[src/rtl/ff_conv_pkg.sv]
// Shared flip-flop conversion codes: JK excitation pairs {J,K} and SR pairs {S,R}.
package ff_conv_pkg;

   typedef enum logic [1:0] {
      JK_HOLD   = 2'b00,
      JK_RESET  = 2'b01,
      JK_SET    = 2'b10,
      JK_TOGGLE = 2'b11
   } jk_code_t;

   typedef enum logic [1:0] {
      SR_HOLD    = 2'b00,
      SR_RESET   = 2'b01,
      SR_SET     = 2'b10,
      SR_ILLEGAL = 2'b11
   } sr_code_t;

endpackage

[src/rtl/jk_using_sr.sv]
// One JK flip-flop cell built on an SR storage element; S = J & ~Q and R = K & Q
// can never both be 1, which makes the JK toggle case legal on the SR core.
module jk_using_sr
   import ff_conv_pkg::*;
(
   input  logic clk,
   input  logic rst,
   input  logic j,
   input  logic k,
   input  logic init_val,
   output logic q
);

   logic     s;
   logic     r;
   sr_code_t sr;

   assign s  = j & ~q;
   assign r  = k & q;
   assign sr = sr_code_t'({s, r});

   always_ff @(posedge clk or negedge rst) begin
      if (!rst) begin
         q <= init_val;
      end else begin
         case (sr)
            SR_SET:   q <= 1'b1;
            SR_RESET: q <= 1'b0;
            default:  q <= q;
         endcase
      end
   end

   // Simulation-only guard on the SR core inputs.
   a_sr_legal : assert property (@(posedge clk) disable iff (!rst) sr != SR_ILLEGAL)
      else $error("jk_using_sr: SR illegal, S=R=1 at clock edge");

endmodule

[src/rtl/jk_sr_counter.sv]
// Up/down counter whose state bits are JK cells built from SR flip-flops.
// Define JK_SR_COUNTER_SATURATE_EN to saturate at the limits instead of wrapping.
module jk_sr_counter
   import ff_conv_pkg::*;
#(
   parameter int unsigned WIDTH = 4,
   parameter int unsigned INIT  = 0
) (
   input  logic             clk,
   input  logic             rst,
   input  logic             en,
   input  logic             up,
   input  logic             load,
   input  logic [WIDTH-1:0] d,
   output logic [WIDTH-1:0] q,
   output logic             tc,
   output logic             wrap
);

   localparam logic [WIDTH-1:0] INIT_V = WIDTH'(INIT);

   logic [WIDTH-1:0] t;
   logic [WIDTH-1:0] j;
   logic [WIDTH-1:0] k;
   logic             at_limit;
   logic             count;
   jk_code_t         jk [WIDTH];

   assign at_limit = up ? (&q) : ~(|q);
   assign tc       = en & ~load & at_limit;

`ifdef JK_SR_COUNTER_SATURATE_EN
   assign count = en & ~at_limit;
`else
   assign count = en;
`endif

   // Ripple toggle chain: a bit toggles when all lower bits are 1 (up) or 0 (down).
   always_comb begin
      t    = '0;
      t[0] = 1'b1;
      for (int unsigned i = 1; i < WIDTH; i++) begin
         t[i] = t[i-1] & (up ? q[i-1] : ~q[i-1]);
      end
   end

   always_comb begin
      j = '0;
      k = '0;
      for (int unsigned i = 0; i < WIDTH; i++) begin
         jk[i] = JK_HOLD;
         if (load) begin
            jk[i] = d[i] ? JK_SET : JK_RESET;
         end else if (count) begin
            jk[i] = t[i] ? JK_TOGGLE : JK_HOLD;
         end
         j[i] = jk[i][1];
         k[i] = jk[i][0];
      end
   end

   for (genvar g = 0; g < WIDTH; g++) begin : g_cell
      jk_using_sr u_cell (
         .clk      (clk),
         .rst      (rst),
         .j        (j[g]),
         .k        (k[g]),
         .init_val (INIT_V[g]),
         .q        (q[g])
      );
   end

   always_ff @(posedge clk or negedge rst) begin
      if (!rst) begin
         wrap <= 1'b0;
      end else begin
`ifdef JK_SR_COUNTER_SATURATE_EN
         wrap <= 1'b0;
`else
         wrap <= tc;
`endif
      end
   end

endmodule
[config.mk]
export PLATFORM = sky130hd
export DESIGN_NAME = jk_sr_counter
export DESIGN_NICKNAME = d
export VERILOG_FILES = /design/src/rtl/ff_conv_pkg.sv /design/src/rtl/jk_using_sr.sv /design/src/rtl/jk_sr_counter.sv
export SDC_FILE = /design/constraint.sdc
export NUM_CORES = 1
export LEC_CHECK = 0
export CORE_AREA = 2 2 39 41
export DETAILED_ROUTE_END_ITERATION = 6
export DIE_AREA = 0 0 41 43
export GPL_TIMING_DRIVEN = 0
export SLEW_MARGIN = 40
export SYNTH_ARGS = -nofsm -noshare
export SYNTH_HDL_FRONTEND = slang
export SYNTH_SLANG_ARGS = --single-unit
[constraint.sdc]
create_clock -name clk -period 1.6 [get_ports clk]
set_clock_uncertainty 0.05 [all_clocks]
set_input_delay 0.16 -clock clk [delete_from_list [all_inputs] [get_ports clk]]
set_output_delay 0.16 -clock clk [all_outputs]
set_load 0.005 [all_outputs]
==> results <==
[state kept, by name, summed over array words and instances (netlist names)]
signal and cells:
g_cell.u_cell.q 4, wrap 1
[power groups by stage]
| stage | sequential, mW | clock, mW | combinational (mW) |
|---|---|---|---|
| after floorplan | 0.160 | 0 | 0.0706 |
| after CTS | 0.164 | 0.154 | 0.158 |
| final | 0.163 | 0.149 | 0.168 |
| after global placement | 0.164 | 0 | 0.125 |
| after global routing | 0.165 | 0.173 | 0.185 |
| after detailed placement | 0.165 | 0 | 0.126 |
[layer usage]
layer | GRT usage (%) | vias to the layer above | routed length (um)
met5 | 0 | - | 0
met4 | 6.00 | 0 | 30
met3 | 8.38 | 5 | 71
met2 | 15.3 | 11 | 387
met1 | 12.1 | 163 | 330
li1 | - | 178 | -
[final cells by class]
cell class | instances | area share (%)
clock buffers | 4 | 4.31
multi-input cells | 25 | 32.4
plain buffers | 6 | 6.78
well taps | 16 | 3.29
flip-flops and latches | 5 | 21.1
repair buffers | 20 | 31.4
inverters | 1 | 0.616
[cell usage in the layout, fill, tap and decap left out, types with 2 or more instances in the layout]
master	instances
buf_4	10
buf_6	2
clkbuf_1	2
clkbuf_4	3
clkdlybuf4s50_1	8
dfrtp_1	2
dfrtp_2	3
dlymetal6s2s_1	3
nand2_1	2
nand3_1	3
nor2_1	2
o21ai_0	2
xnor2_1	2
[final timing paths]
check / end / slack (ps) / cells after the start
worst max-delay path: g_cell[2].u_cell.q / -60 / 4
worst min register to register: g_cell[3].u_cell.q / 560 / 2
min in group clk: g_cell[1].u_cell.q / 180 / 3
max in group asynchronous: g_cell[1].u_cell.q / 1210 / 1
worst min-delay path: g_cell[3].u_cell.q / 80 / 1
worst max register to register: g_cell[2].u_cell.q / -60 / 4
[per-stage QoR]
| step | instance area (um^2) | setup WS [ps] | utilization, % | setup TNS, ps | cells |
|---|---|---|---|---|---|
| after floorplan | 345 | 40.5 | - | 0 | 37 |
| after global placement | 495 | -595 | 35.8 | -769 | 66 |
| after detailed placement | 495 | -596 | 35.8 | -801 | 66 |
| after CTS | 578 | -66.2 | 41.8 | -66.2 | 75 |
| after global routing | 609 | -119 | 44.0 | -206 | 77 |
| final | 609 | -56.5 | 44.0 | -72.3 | 77 |
[kinds of logic after synthesis]
| logic type | Yosys count |
|---|---|
| AO/OA/AOI/OAI | 6 |
| XOR/XNOR | 2 |
| multiplexers | 1 |
| AND/OR/NAND/NOR | 16 |
| flip-flops | 5 |
| buffers and inverters | 7 |
[what timing repair did]
item	CTS	global route
resized for setup	10	7
hold endpoints to repair	0	0
setup buffers	5	2
pin swaps	5	2
setup endpoints to repair	2	5
==> results.sh <==
export IMPL_status="complete, but fails checks"
export IMPL_failed_checks="negative setup slack"
export IMPL_synth_edf_count=0
export IMPL_path_delay_family="simple AND/OR/NAND/NOR gates"
export IMPL_yosysTopAreaCell="dfrtp_1"
export IMPL_max_freq_mhz=604
export IMPL_synth_common_cells="5 x buf_4, 5 x dfrtp_1, 3 x nand3_1"
export IMPL_yosys_area_share_simple_pct=31.2
export IMPL_netlist_area_um2=345
export IMPL_crit_required_ps=1680
export IMPL_crit_chain="buf_4, or4b_4, and3_4, o31a_1"
export IMPL_synthAdderAreaFrac_pct=0
export IMPL_ys_ff_latch=5
export IMPL_coreArea_mm2=0.00138
export IMPL_path_class="flop to flop"
export IMPL_cts_tree="built"
export IMPL_worstMarginPinSlew_ps=413
export IMPL_dp_hpwl_um=538
export IMPL_nets=71
export IMPL_synth_cells=37
export IMPL_num_fill_cells=138
export IMPL_drt_initial_drc_count=1
export IMPL_dieArea_mm2=0.00176
export IMPL_worstPathArrival_ps=1740
export IMPL_grt_max_degree=11
export IMPL_rsz0062_at_grt="yes"
export IMPL_synth_compound_area_share_pct=11.6
export IMPL_swShare_pct=26.7
export IMPL_gr_total_overflow=0
export IMPL_p_int_mw=0.351
export IMPL_vias=357
export IMPL_multi_input_comb_area_um2=198
export IMPL_syn_nets=46
export IMPL_antenna_cells=0
export IMPL_critPathCaptureType="flop"
export IMPL_clock_latency_ps=250
export IMPL_reg2reg_from="g_cell[1].u_cell.q"
export IMPL_htreeDepth=1
export IMPL_avgSynthCellArea_um2=9.33
export IMPL_cts_hold_buf=0
export IMPL_cts_root_buf="clkbuf_4"
export IMPL_port_buffers=13
export IMPL_ant_nets=0
export IMPL_initial_core_util_pct=25.0
export IMPL_power_density_mw_per_mm2=787
export IMPL_async_reset_ff_share_pct=100
export IMPL_cts_sinks=5
export IMPL_routedWlPerCell_um=10.6
export IMPL_antenna_found_initial=0
export IMPL_hold_violations=0
export IMPL_viasPerCell=4.64
export IMPL_grt_pass1_wl_um=1250
export IMPL_power_mw=0.480
export IMPL_slew_viol_final=0
export IMPL_cts_buffers=3
export IMPL_first_pass_iters=4
export IMPL_synthFlopType="dfrtp_1"
export IMPL_cp_startpoint="g_cell[1].u_cell.q"
export IMPL_worst_setup_path_start_kind="flop"
export IMPL_max_stage_delay_ps=530
export IMPL_slowest_stage="or4b_4"
export IMPL_grt_use_total_pct=11.2
export IMPL_synth_area_leaders="dfrtp_1 36%, buf_4 11%, xnor2_1 5.1%"
export IMPL_switching_power_mw=0.128
export IMPL_drive_above_1_share_pct=39.3
export IMPL_clkSlewWorstSetupHoldPaths_ps=40
export IMPL_ys_seq_area_share_pct=36.2
export IMPL_fin_crit_ps=1660
export IMPL_cp_num_buf_inv=1
export IMPL_finalCritPeriodShare_pct=104
export IMPL_wirelength_um=819
export IMPL_whs_ps=79.4
export IMPL_synth_top_family_by_area="simple AND/OR/NAND/NOR gates"
export IMPL_synth_xor_area_share_pct=5.07
export IMPL_vdd_ir_drop_max_v=0.000386
export IMPL_relSlewSlack_pct=72.5
export IMPL_yosysWarnings=0
export IMPL_drc=0
export IMPL_fp_dieH_um=43
export IMPL_cts_buffer_depth=2
export IMPL_worst_path_max_fanout=5
export IMPL_comb_power_share_pct=35.0
export IMPL_synth_mux_area_share_pct=2.90
export IMPL_seq_area_um2=129
export IMPL_num_rows=14
export IMPL_layout_setup_ws_ps=-56.5
export IMPL_die_x_um=41
export IMPL_drv_cap=0
export IMPL_io_pins=15
export IMPL_synth_top_area_share_pct=36.2
export IMPL_grt_pass1_vias=308
export IMPL_hold_class="input port to async pin"
export IMPL_p_seq_share_pct=33.9
export IMPL_power_clock_fraction_pct=31.0
export IMPL_place_congestion=0.732
export IMPL_setup_viol=2
export IMPL_area_growth_pct=76.4
export IMPL_p_leak_nw=0.282
export IMPL_yosysUniqueCellTypes=22
(Power assumes the default switching activity.)
